===== config.mk =====
export PLATFORM = sky130hd
export DESIGN_NAME = mc_ctrl_fsm_flat
export DESIGN_NICKNAME = d
export VERILOG_FILES = /design/src/rtl/mc_ctrl_pkg.sv /design/src/rtl/mc_ctrl_fsm_if.sv /design/src/rtl/mc_ctrl_fsm_alu_op_decoder.sv /design/src/rtl/mc_ctrl_fsm.sv /design/src/flat_wrapper.sv
export SDC_FILE = /design/constraint.sdc
export NUM_CORES = 1
export LEC_CHECK = 0
export CELL_PAD_IN_SITES_DETAIL_PLACEMENT = 2
export CELL_PAD_IN_SITES_GLOBAL_PLACEMENT = 2
export CORE_MARGIN = 2
export CORE_UTILIZATION = 20
export DETAILED_ROUTE_END_ITERATION = 6
export GPL_ROUTABILITY_DRIVEN = 0
export PLACE_DENSITY_LB_ADDON = 0.1
export SKIP_CTS_REPAIR_TIMING = 1
export SYNTH_ARGS = -nofsm -noshare
export SYNTH_HDL_FRONTEND = slang
export SYNTH_HIERARCHICAL = 1
export SYNTH_SLANG_ARGS = --single-unit
export TNS_END_PERCENT = 20

===== constraint.sdc =====
create_clock -name clk -period 1.85 [get_ports clk]
set_input_delay 0.2775 -clock clk [delete_from_list [all_inputs] [get_ports clk]]
set_output_delay 0.2775 -clock clk [all_outputs]
set_load 0.02 [all_outputs]

===== src/rtl/mc_ctrl_pkg.sv =====
// Shared encodings for the multi-cycle MIPS control unit: states, opcodes,
// functs, ALU codes, datapath mux selects and the bundled control word.
package mc_ctrl_pkg;

   typedef enum logic [3:0] {
      S_IF      = 4'd0,
      S_ID      = 4'd1,
      S_MEM_ADR = 4'd2,
      S_MEM_RD  = 4'd3,
      S_LW_WB   = 4'd4,
      S_MEM_WR  = 4'd5,
      S_R_EX    = 4'd6,
      S_R_WB    = 4'd7,
      S_BR      = 4'd8,
      S_J       = 4'd9,
      S_JAL     = 4'd10,
      S_I_EX    = 4'd11,
      S_I_WB    = 4'd12,
      S_LUI_WB  = 4'd13,
      S_JR      = 4'd14
   } state_e;

   localparam logic [5:0] OP_RTYPE = 6'b000000;
   localparam logic [5:0] OP_J     = 6'b000010;
   localparam logic [5:0] OP_JAL   = 6'b000011;
   localparam logic [5:0] OP_BEQ   = 6'b000100;
   localparam logic [5:0] OP_BNE   = 6'b000101;
   localparam logic [5:0] OP_ADDI  = 6'b001000;
   localparam logic [5:0] OP_SLTI  = 6'b001010;
   localparam logic [5:0] OP_ANDI  = 6'b001100;
   localparam logic [5:0] OP_ORI   = 6'b001101;
   localparam logic [5:0] OP_LUI   = 6'b001111;
   localparam logic [5:0] OP_LW    = 6'b100011;
   localparam logic [5:0] OP_SW    = 6'b101011;

   localparam logic [5:0] FN_SRL = 6'b000010;
   localparam logic [5:0] FN_JR  = 6'b001000;
   localparam logic [5:0] FN_ADD = 6'b100000;
   localparam logic [5:0] FN_SUB = 6'b100010;
   localparam logic [5:0] FN_AND = 6'b100100;
   localparam logic [5:0] FN_OR  = 6'b100101;
   localparam logic [5:0] FN_XOR = 6'b100110;
   localparam logic [5:0] FN_NOR = 6'b100111;
   localparam logic [5:0] FN_SLT = 6'b101010;

   localparam logic [2:0] ALU_AND = 3'b000;
   localparam logic [2:0] ALU_OR  = 3'b001;
   localparam logic [2:0] ALU_ADD = 3'b010;
   localparam logic [2:0] ALU_XOR = 3'b011;
   localparam logic [2:0] ALU_NOR = 3'b100;
   localparam logic [2:0] ALU_SRL = 3'b101;
   localparam logic [2:0] ALU_SUB = 3'b110;
   localparam logic [2:0] ALU_SLT = 3'b111;

   localparam logic [1:0] PCSRC_ALU    = 2'b00;
   localparam logic [1:0] PCSRC_ALUOUT = 2'b01;
   localparam logic [1:0] PCSRC_JUMP   = 2'b10;
   localparam logic [1:0] PCSRC_RS     = 2'b11;

   localparam logic [1:0] SRCB_RT     = 2'b00;
   localparam logic [1:0] SRCB_FOUR   = 2'b01;
   localparam logic [1:0] SRCB_IMM    = 2'b10;
   localparam logic [1:0] SRCB_IMM_SH = 2'b11;

   localparam logic [1:0] WB_ALUOUT = 2'b00;
   localparam logic [1:0] WB_MDR    = 2'b01;
   localparam logic [1:0] WB_LUI    = 2'b10;
   localparam logic [1:0] WB_PC     = 2'b11;

   localparam logic SRCA_PC   = 1'b0;
   localparam logic SRCA_RS   = 1'b1;
   localparam logic ADDR_PC   = 1'b0;
   localparam logic ADDR_ALUO = 1'b1;

   typedef struct packed {
      logic       mem_read;
      logic       mem_write;
      logic       iord;
      logic       ir_write;
      logic       pc_write;
      logic [1:0] pc_source;
      logic       alu_src_a;
      logic [1:0] alu_src_b;
      logic       ext_sel;
      logic [2:0] alu_control;
      logic [1:0] data_to_reg;
      logic       reg_dst;
      logic       jal;
      logic       reg_write;
      logic       illegal;
   } ctrl_t;

   function automatic ctrl_t ctrl_default();
      ctrl_t c;
      c             = '0;
      c.alu_control = ALU_ADD;
      c.ext_sel     = 1'b1;
      return c;
   endfunction

endpackage


===== src/rtl/mc_ctrl_fsm_if.sv =====
// Control bundle between the multi-cycle FSM (master) and the datapath (slave).
interface mc_ctrl_if;
   logic [5:0] opcode;
   logic [5:0] funct;
   logic       zero;
   logic       mem_ready;
   logic       MemRead;
   logic       MemWrite;
   logic       IorD;
   logic       IRWrite;
   logic       PCWrite;
   logic [1:0] PCSource;
   logic       ALUSrcA;
   logic [1:0] ALUSrc_B;
   logic       ExtSel;
   logic [2:0] ALU_Control;
   logic [1:0] DatatoReg;
   logic       RegDst;
   logic       Jal;
   logic       RegWrite;
   logic       illegal;
   logic [3:0] state;

   modport master (
      input  opcode, funct, zero, mem_ready,
      output MemRead, MemWrite, IorD, IRWrite, PCWrite, PCSource, ALUSrcA,
             ALUSrc_B, ExtSel, ALU_Control, DatatoReg, RegDst, Jal, RegWrite,
             illegal, state
   );

   modport slave (
      output opcode, funct, zero, mem_ready,
      input  MemRead, MemWrite, IorD, IRWrite, PCWrite, PCSource, ALUSrcA,
             ALUSrc_B, ExtSel, ALU_Control, DatatoReg, RegDst, Jal, RegWrite,
             illegal, state
   );
endinterface


===== src/rtl/mc_ctrl_fsm_alu_op_decoder.sv =====
// ALU operation / immediate-extension decode for the execute-type states;
// flags an R-type funct the datapath cannot execute.
module alu_op_decoder
   import mc_ctrl_pkg::*;
(
   input  state_e     state,
   input  logic [5:0] opcode,
   input  logic [5:0] funct,
   output logic [2:0] alu_control,
   output logic       ext_sel,
   output logic       illegal_funct
);

   // State-qualified ALU op selection; add/sign-extend everywhere else.
   always_comb begin
      alu_control   = ALU_ADD;
      ext_sel       = 1'b1;
      illegal_funct = 1'b0;
      case (state)
         S_R_EX: begin
            case (funct)
               FN_ADD:  alu_control = ALU_ADD;
               FN_SUB:  alu_control = ALU_SUB;
               FN_AND:  alu_control = ALU_AND;
               FN_OR:   alu_control = ALU_OR;
               FN_XOR:  alu_control = ALU_XOR;
               FN_NOR:  alu_control = ALU_NOR;
               FN_SLT:  alu_control = ALU_SLT;
               FN_SRL:  alu_control = ALU_SRL;
               default: illegal_funct = 1'b1;
            endcase
         end
         S_I_EX: begin
            case (opcode)
               OP_ANDI: begin alu_control = ALU_AND; ext_sel = 1'b0; end
               OP_ORI:  begin alu_control = ALU_OR;  ext_sel = 1'b0; end
               OP_SLTI: alu_control = ALU_SLT;
               default: alu_control = ALU_ADD;
            endcase
         end
         S_BR:    alu_control = ALU_SUB;
         default: alu_control = ALU_ADD;
      endcase
   end

endmodule


===== src/rtl/mc_ctrl_fsm.sv =====
// Multi-cycle MIPS control FSM: Moore decode of the registered state plus the
// fetch handshake, driving every datapath select, enable and memory strobe.
module mc_ctrl_fsm
   import mc_ctrl_pkg::*;
(
   input logic       clk,
   input logic       rst,
   mc_ctrl_if.master bus
);

   state_e     state_q, state_d;
   ctrl_t      ctrl_s, ctrl_out_s;
   logic [2:0] dec_alu_s;
   logic       dec_ext_s;
   logic       dec_illegal_s;

   alu_op_decoder u_alu_op_decoder (
      .state         (state_q),
      .opcode        (bus.opcode),
      .funct         (bus.funct),
      .alu_control   (dec_alu_s),
      .ext_sel       (dec_ext_s),
      .illegal_funct (dec_illegal_s)
   );

   // State register with synchronous active-low reset.
   always_ff @(posedge clk) begin
      if (!rst) state_q <= S_IF;
      else      state_q <= state_d;
   end

   // Next-state and control-word decode.
   always_comb begin
      state_d = state_q;
      ctrl_s  = ctrl_default();
      case (state_q)
         S_IF: begin
            ctrl_s.mem_read  = 1'b1;
            ctrl_s.iord      = ADDR_PC;
            ctrl_s.alu_src_a = SRCA_PC;
            ctrl_s.alu_src_b = SRCB_FOUR;
            ctrl_s.pc_source = PCSRC_ALU;
            if (bus.mem_ready) begin
               ctrl_s.ir_write = 1'b1;
               ctrl_s.pc_write = 1'b1;
               state_d         = S_ID;
            end else begin
               state_d = S_IF;
            end
         end
         S_ID: begin
            ctrl_s.alu_src_a = SRCA_PC;
            ctrl_s.alu_src_b = SRCB_IMM_SH;
            case (bus.opcode)
               OP_LW, OP_SW: state_d = S_MEM_ADR;
               OP_RTYPE: begin
                  if (bus.funct == FN_JR) state_d = S_JR;
                  else                    state_d = S_R_EX;
               end
               OP_BEQ, OP_BNE:                    state_d = S_BR;
               OP_ADDI, OP_ANDI, OP_ORI, OP_SLTI: state_d = S_I_EX;
               OP_LUI:                            state_d = S_LUI_WB;
               OP_J:                              state_d = S_J;
               OP_JAL:                            state_d = S_JAL;
               default: begin
                  ctrl_s.illegal = 1'b1;
                  state_d        = S_IF;
               end
            endcase
         end
         S_MEM_ADR: begin
            ctrl_s.alu_src_a = SRCA_RS;
            ctrl_s.alu_src_b = SRCB_IMM;
            if (bus.opcode == OP_LW) state_d = S_MEM_RD;
            else                     state_d = S_MEM_WR;
         end
         S_MEM_RD: begin
            ctrl_s.mem_read = 1'b1;
            ctrl_s.iord     = ADDR_ALUO;
            if (bus.mem_ready) state_d = S_LW_WB;
            else               state_d = S_MEM_RD;
         end
         S_LW_WB: begin
            ctrl_s.reg_write   = 1'b1;
            ctrl_s.data_to_reg = WB_MDR;
            state_d            = S_IF;
         end
         S_MEM_WR: begin
            ctrl_s.mem_write = 1'b1;
            ctrl_s.iord      = ADDR_ALUO;
            if (bus.mem_ready) state_d = S_IF;
            else               state_d = S_MEM_WR;
         end
         S_R_EX: begin
            ctrl_s.alu_src_a   = SRCA_RS;
            ctrl_s.alu_src_b   = SRCB_RT;
            ctrl_s.alu_control = dec_alu_s;
            if (dec_illegal_s) begin
               ctrl_s.illegal = 1'b1;
               state_d        = S_IF;
            end else begin
               state_d = S_R_WB;
            end
         end
         S_R_WB: begin
            ctrl_s.reg_write   = 1'b1;
            ctrl_s.reg_dst     = 1'b1;
            ctrl_s.data_to_reg = WB_ALUOUT;
            state_d            = S_IF;
         end
         S_I_EX: begin
            ctrl_s.alu_src_a   = SRCA_RS;
            ctrl_s.alu_src_b   = SRCB_IMM;
            ctrl_s.alu_control = dec_alu_s;
            ctrl_s.ext_sel     = dec_ext_s;
            state_d            = S_I_WB;
         end
         S_I_WB: begin
            ctrl_s.reg_write   = 1'b1;
            ctrl_s.data_to_reg = WB_ALUOUT;
            state_d            = S_IF;
         end
         S_BR: begin
            // ALUOut holds the branch target computed during ID.
            ctrl_s.alu_src_a   = SRCA_RS;
            ctrl_s.alu_src_b   = SRCB_RT;
            ctrl_s.alu_control = dec_alu_s;
            ctrl_s.pc_source   = PCSRC_ALUOUT;
            if (bus.opcode == OP_BNE) ctrl_s.pc_write = ~bus.zero;
            else                      ctrl_s.pc_write = bus.zero;
            state_d = S_IF;
         end
         S_J: begin
            ctrl_s.pc_source = PCSRC_JUMP;
            ctrl_s.pc_write  = 1'b1;
            state_d          = S_IF;
         end
         S_JAL: begin
            ctrl_s.pc_source   = PCSRC_JUMP;
            ctrl_s.pc_write    = 1'b1;
            ctrl_s.reg_write   = 1'b1;
            ctrl_s.jal         = 1'b1;
            ctrl_s.data_to_reg = WB_PC;
            state_d            = S_IF;
         end
         S_JR: begin
            ctrl_s.pc_source = PCSRC_RS;
            ctrl_s.pc_write  = 1'b1;
            state_d          = S_IF;
         end
         S_LUI_WB: begin
            ctrl_s.reg_write   = 1'b1;
            ctrl_s.data_to_reg = WB_LUI;
            state_d            = S_IF;
         end
         default: state_d = S_IF;
      endcase
   end

   // While reset is held every control is forced to its idle value.
   always_comb begin
      ctrl_out_s = ctrl_default();
      if (!rst) ctrl_out_s = ctrl_default();
      else      ctrl_out_s = ctrl_s;
   end

   assign bus.MemRead     = ctrl_out_s.mem_read;
   assign bus.MemWrite    = ctrl_out_s.mem_write;
   assign bus.IorD        = ctrl_out_s.iord;
   assign bus.IRWrite     = ctrl_out_s.ir_write;
   assign bus.PCWrite     = ctrl_out_s.pc_write;
   assign bus.PCSource    = ctrl_out_s.pc_source;
   assign bus.ALUSrcA     = ctrl_out_s.alu_src_a;
   assign bus.ALUSrc_B    = ctrl_out_s.alu_src_b;
   assign bus.ExtSel      = ctrl_out_s.ext_sel;
   assign bus.ALU_Control = ctrl_out_s.alu_control;
   assign bus.DatatoReg   = ctrl_out_s.data_to_reg;
   assign bus.RegDst      = ctrl_out_s.reg_dst;
   assign bus.Jal         = ctrl_out_s.jal;
   assign bus.RegWrite    = ctrl_out_s.reg_write;
   assign bus.illegal     = ctrl_out_s.illegal;
   assign bus.state       = rst ? state_q : S_IF;

endmodule


===== src/flat_wrapper.sv =====
// flat-port wrapper written by rule: the top's interface ports become plain ports
module mc_ctrl_fsm_flat import mc_ctrl_pkg::*;
  (clk, rst, bus_opcode, bus_funct, bus_zero, bus_mem_ready, bus_MemRead, bus_MemWrite, bus_IorD, bus_IRWrite, bus_PCWrite, bus_PCSource, bus_ALUSrcA, bus_ALUSrc_B, bus_ExtSel, bus_ALU_Control, bus_DatatoReg, bus_RegDst, bus_Jal, bus_RegWrite, bus_illegal, bus_state);
  mc_ctrl_if bus_i ();
  input logic clk;
  input logic rst;
  input wire logic [$bits(bus_i.opcode)-1:0] bus_opcode;
  input wire logic [$bits(bus_i.funct)-1:0] bus_funct;
  input wire logic [$bits(bus_i.zero)-1:0] bus_zero;
  input wire logic [$bits(bus_i.mem_ready)-1:0] bus_mem_ready;
  output wire logic [$bits(bus_i.MemRead)-1:0] bus_MemRead;
  output wire logic [$bits(bus_i.MemWrite)-1:0] bus_MemWrite;
  output wire logic [$bits(bus_i.IorD)-1:0] bus_IorD;
  output wire logic [$bits(bus_i.IRWrite)-1:0] bus_IRWrite;
  output wire logic [$bits(bus_i.PCWrite)-1:0] bus_PCWrite;
  output wire logic [$bits(bus_i.PCSource)-1:0] bus_PCSource;
  output wire logic [$bits(bus_i.ALUSrcA)-1:0] bus_ALUSrcA;
  output wire logic [$bits(bus_i.ALUSrc_B)-1:0] bus_ALUSrc_B;
  output wire logic [$bits(bus_i.ExtSel)-1:0] bus_ExtSel;
  output wire logic [$bits(bus_i.ALU_Control)-1:0] bus_ALU_Control;
  output wire logic [$bits(bus_i.DatatoReg)-1:0] bus_DatatoReg;
  output wire logic [$bits(bus_i.RegDst)-1:0] bus_RegDst;
  output wire logic [$bits(bus_i.Jal)-1:0] bus_Jal;
  output wire logic [$bits(bus_i.RegWrite)-1:0] bus_RegWrite;
  output wire logic [$bits(bus_i.illegal)-1:0] bus_illegal;
  output wire logic [$bits(bus_i.state)-1:0] bus_state;
  assign bus_i.opcode = bus_opcode;
  assign bus_i.funct = bus_funct;
  assign bus_i.zero = bus_zero;
  assign bus_i.mem_ready = bus_mem_ready;
  assign bus_MemRead = bus_i.MemRead;
  assign bus_MemWrite = bus_i.MemWrite;
  assign bus_IorD = bus_i.IorD;
  assign bus_IRWrite = bus_i.IRWrite;
  assign bus_PCWrite = bus_i.PCWrite;
  assign bus_PCSource = bus_i.PCSource;
  assign bus_ALUSrcA = bus_i.ALUSrcA;
  assign bus_ALUSrc_B = bus_i.ALUSrc_B;
  assign bus_ExtSel = bus_i.ExtSel;
  assign bus_ALU_Control = bus_i.ALU_Control;
  assign bus_DatatoReg = bus_i.DatatoReg;
  assign bus_RegDst = bus_i.RegDst;
  assign bus_Jal = bus_i.Jal;
  assign bus_RegWrite = bus_i.RegWrite;
  assign bus_illegal = bus_i.illegal;
  assign bus_state = bus_i.state;
  mc_ctrl_fsm u_core (.clk(clk), .rst(rst), .bus(bus_i));
endmodule

== Word level (Yosys, flattened, before mapping) ==
Index checks and enable logic that the tools add are counted.
Widths: inputs -> output; s select.
Cells by class
  bitwise operators: 1
  muxes and demuxes: 33
  reduce and logical (&&, ||, !) cells: 15
  equal/unequal tests: 34
Operators with widths (count)
  $pmux 4 s7: 2
  $eq 6x6->1 const B: 9
  $eq 6x4->1 const B: 6
  $eq 4x4->1 const B: 7
  $pmux 3 s4: 2
  $pmux 3 s7: 1
  $mux 20: 1
  $eq 6x2->1 const B: 3
  $eq 4x3->1 const B: 4
  $reduce_or 2->1: 8
  $mux 1: 15
  $mux 3: 5
  $eq 6x3->1 const B: 2
  $reduce_or 12->1: 1
  $pmux 3 s3: 1
  $eq 4x2->1 const B: 2
  $mux 4: 2
  $reduce_or 8->1: 1
  $logic_not 6->1: 1
  $pmux 2 s3: 1
  $pmux 3 s2: 1
  $reduce_or 5->1: 1
  $eq 4x1->1 const B: 1
  $logic_not 4->1: 1
  5 further kinds: 5
Storage, ports and cells
  input port bits: 16
  logic and storage cells: 84
  output and inout bits: 24
  register bits: 4

== Logic depth before layout (Yosys ltp) ==
  depth in word-level cells: 7
  depth in mapped cells: 9
  gate-level depth less buffers: 9

== Cells and area by module ==
Netlist, hierarchy kept.
By module, submodules not included
  mc_ctrl_fsm: instances 1, area each 869.6 sq um, cells each 142, sequential area each 80.1 sq um
  alu_op_decoder: instances 1, area each 251.5 sq um, cells each 39, sequential area each 0.0 sq um

== Least setup slack after synthesis ==
No wires, ideal clock.
  path type: register -> output
  start: register u_core.state_q[1]
  end: output bus_PCSource[0]
  path buffers: 1
  data arrival time: 1639 ps
  slack: -67 ps
  stages on the path, launching flop included: 4
  required time: 1572 ps
  path through: dfxtp_1 > clkbuf_1 > nand2b_1 > nor4b_1
On the way
  word-level cells in the longest chain between the ends: 4
  elaborated cells on any way between the ends: 8
  classes of those cells: eq/ne (4); mux (2); reduce/logical (2)
Ends and longest elaborated chain
  start, declared: line mc_ctrl_fsm.sv:11  | state_e state_q, state_d;
  start signal, assigned: line mc_ctrl_fsm.sv:29  | else state_q <= state_d;
  $eq 4x4->1: line mc_ctrl_fsm.sv:36  | case (state_q)
  $reduce_or 2->1 (no line)
  $pmux 3 s4 *: line mc_ctrl_fsm.sv:36
  $mux 20 *: line mc_ctrl_fsm.sv:163  | if (!rst) ctrl_out_s = ctrl_default();
  end, declared: line flat_wrapper.sv:16  | output wire logic [$bits(bus_i.PCSource)-1:0] bus_PCSource;
Every way passes the cells marked *; elsewhere a longest branch is shown, timed or not.

== Final worst setup path ==
  start: register u_core.state_q[3]
  end: register u_core.state_q[2]
On the way
  word-level cells in the longest chain between the ends: 4
  elaborated cells on any way between the ends: 10
  classes of those cells: eq/ne (6); mux (3); reduce/logical (1)
Ends and longest elaborated chain
  $eq 4x3->1: line mc_ctrl_fsm_alu_op_decoder.sv:19, mc_ctrl_fsm.sv:36
  $mux 1: line mc_ctrl_fsm_alu_op_decoder.sv:19  | case (state)
  $mux 3: line mc_ctrl_fsm.sv:98  | if (dec_illegal_s) begin
  $pmux 4 s7 *: line mc_ctrl_fsm.sv:36
Marked as above.
A chain may end at the register's enable or synchronous reset.

==> impl_metrics.yaml <==
global_route:
  grt_first_pass_wirelength_mm: 9.16
  grt_antenna_before_repair: 0
  grt_overflow: 0
  grt_use_total: 0.184
  grt_max_degree: 16
  grt_pass1_vias: 1860
place:
  place_inst: 341
  place_ws_ns: -0.915
  dp_hpwl_mm: 4.58
  portBuffers: 39
floorplanning:
  die_h_um: 78.9
  design.die.area_um2: 6220
  num_io_pins: 40
  start_util: 0.205
  core_area_um2: 5470
  dieWidth_um: 78.9
  rows: 27
drt:
  vias: 1731
  route.detailed.drc: 0
  wl_per_cell_um: 17.1
  antenna_left: 0
  drt_iter0_markers: 47
  viasPerCell: 5.00
  drt_first_pass_iters: 4
  drt_wl_total_mm: 5.92
cells_and_area:
  n_fill_cell: 656
  top_register: "u_core/state_q"
  stdcell_count: 346
  diodes: 0
  area_growth_pct: 94.5
  multi_input_area_um2: 1070
  final-seq-area_um2: 86.3
  drive_gt1_frac: 0.467
  fin_util: 0.398
  largest_register_ffs: 4
  largestRegisters: "u_core/state_q x4"
  nNetsFinal: 292
setup_path:
  start_kind: "register"
  regToRegSetupSlack_ns: -0.25
  required_ns: 1.98
  cp_max_fo: 5
  cp.arrival_ns: 2.22
  end_kind: "register"
  crit_type: "reg2reg"
logic_synthesis:
  synthCells: 181
  synthArstFlopShare: 0
  yosys_warnings: 6
  avgSynthCellArea_um2: 6.19
  ys_seq_elements: 4
  synth_area_um2: 1120
  synth_top_flop_cell: "dfxtp_1"
  synth.distinct_cells: 51
  syn_nets: 197
  ys_seq_area_frac: 0.0714
  synth_edf_count: 0
power_and_ir_drop:
  vdd_drop_max_mv: 0.128
  p_per_area_nw_per_um2: 255
  p_leak_nw: 1.05
hold_path:
  hold_path_class: "in2reg"
clocking:
  cts_root_buf: "clkbuf_8"
  cts_made_buffers: 3
  h-tree-depth: 1
  cts.clk_slew.worst_paths_ns: 0.03
  cts_tree: "yes"
  cts_sinks: 4
  clk_latency_ns: 0.22
  clockBufferDepth: 2
timing:
  min_period_over_period: 1.13
  setup_viol: 6
  period_minus_slack_ns: 2.10
  relSlewSlack: 0.732
  hold_violations: 0
  rsz0062_at_grt: "true"
  whs_ns: 0.624
  finalMaxSlewViolations: 0
  setup_tns_ns: -0.794
  layout_setup_ws_ns: -0.246
  clock.fmax_ghz: 0.477
  fin_skew_ns: 0.00418
  tightest_slew_ns: 0.396
run_status:
  violations: "negative setup slack"
  status: "finished with violations"
flow_run:
  drv_cap: 0
==> through the flow <==
| step | total power [mW] | area (um2) |
|---|---|---|
| after floorplan | 0.203 | 1120 |
| after global placement | 0.349 | 2030 |
| after detailed placement | 0.362 | 2030 |
| after CTS | 0.550 | 2070 |
| after global routing | 0.594 | 2180 |
| final | 0.556 | 2180 |
==> final cells by class <==
type,count,share of cell area
Timing Repair Buffer,105,0.394
Inverter,8,0.0138
Sequential cell,4,0.0396
Clock buffer,3,0.0189
Tap cell,72,0.0413
Multi-Input combinational cell,154,0.492
==> worst paths after layout <==
check | startpoint | to | cells after the start
max | u_core/state_q[3]$_SDFF_PN0_ | u_core/state_q[2]$_SDFF_PN0_ | 7
max reg2reg | u_core/state_q[3]$_SDFF_PN0_ | u_core/state_q[2]$_SDFF_PN0_ | 7
min | bus_opcode[4] | u_core/state_q[1]$_SDFF_PN0_ | 4
min reg2reg | u_core/state_q[0]$_SDFF_PN0_ | u_core/state_q[3]$_SDFF_PN0_ | 3
==> layer usage <==
| layer | vias up | wire length, um | GRT usage |
|---|---|---|---|
| li1 | 843 | - | - |
| met2 | 25 | 3210 | 0.334 |
| met4 | 0 | 53 | 0.0517 |
| met3 | 4 | 143 | 0.0148 |
| met1 | 859 | 2510 | 0.231 |
| met5 | - | 0 | 0 |
==> placed cells by master (no fill, tap or decap), types with 3 or more instances in the layout <==
cell type	instances
clkbuf_2	13
buf_4	68
buf_6	7
nor3b_1	3
nor4b_1	3
nor3b_2	3
nor3_1	5
nand2_1	19
nor2_1	25
clkdlybuf4s50_1	3
inv_1	7
o21ai_1	4
and2_1	3
o21ai_0	3
clkbuf_8	3
nand2b_1	6
dlymetal6s2s_1	12
nor2b_1	3
a21oi_1	8
nand2b_2	3
nand3_1	5
nand4_1	4
==> synthesized netlist by cell type (4+ instances only) <==
| master | number | share of area |
|---|---|---|
| nor3_1 | 7 | 0.031 |
| a21oi_1 | 9 | 0.040 |
| nand2_1 | 21 | 0.070 |
| nand4_1 | 4 | 0.022 |
| nand2b_1 | 10 | 0.056 |
| nand3_1 | 6 | 0.027 |
| nor2b_1 | 5 | 0.028 |
| dfxtp_1 | 4 | 0.071 |
| nor3b_1 | 6 | 0.040 |
| nor2_1 | 25 | 0.084 |
| o21ai_0 | 5 | 0.022 |
| nor4b_1 | 4 | 0.031 |
| clkbuf_1 | 12 | 0.040 |
| inv_1 | 8 | 0.027 |
==> cells by family after synthesis <==
kind of cell,count (synthesis),synth area share
xor gates and xnor gates,2,0.0156
muxes,2,0.0190
AOI/OAI and AO/OA,44,0.291
and+or+nand+nor,106,0.521
DFF,4,0.0714
buffers and inverters,23,0.0815
==> power by group <==
part / switching [mW] / internal, mW
combinational: 0.143 / 0.137
sequential: 0.00418 / 0.0882
clock: 0.0446 / 0.139
==> critical path, cell delays in order (launching register included) <==
cell and delay [ns]:
dfxtp_2 0.33, buf_4 0.16, buf_4 0.16, or4b_4 0.55, nor4_4 0.17, a41oi_2 0.09
a2111o_1 0.34, a31oi_1 0.21
(Power assumes the default switching activity.)
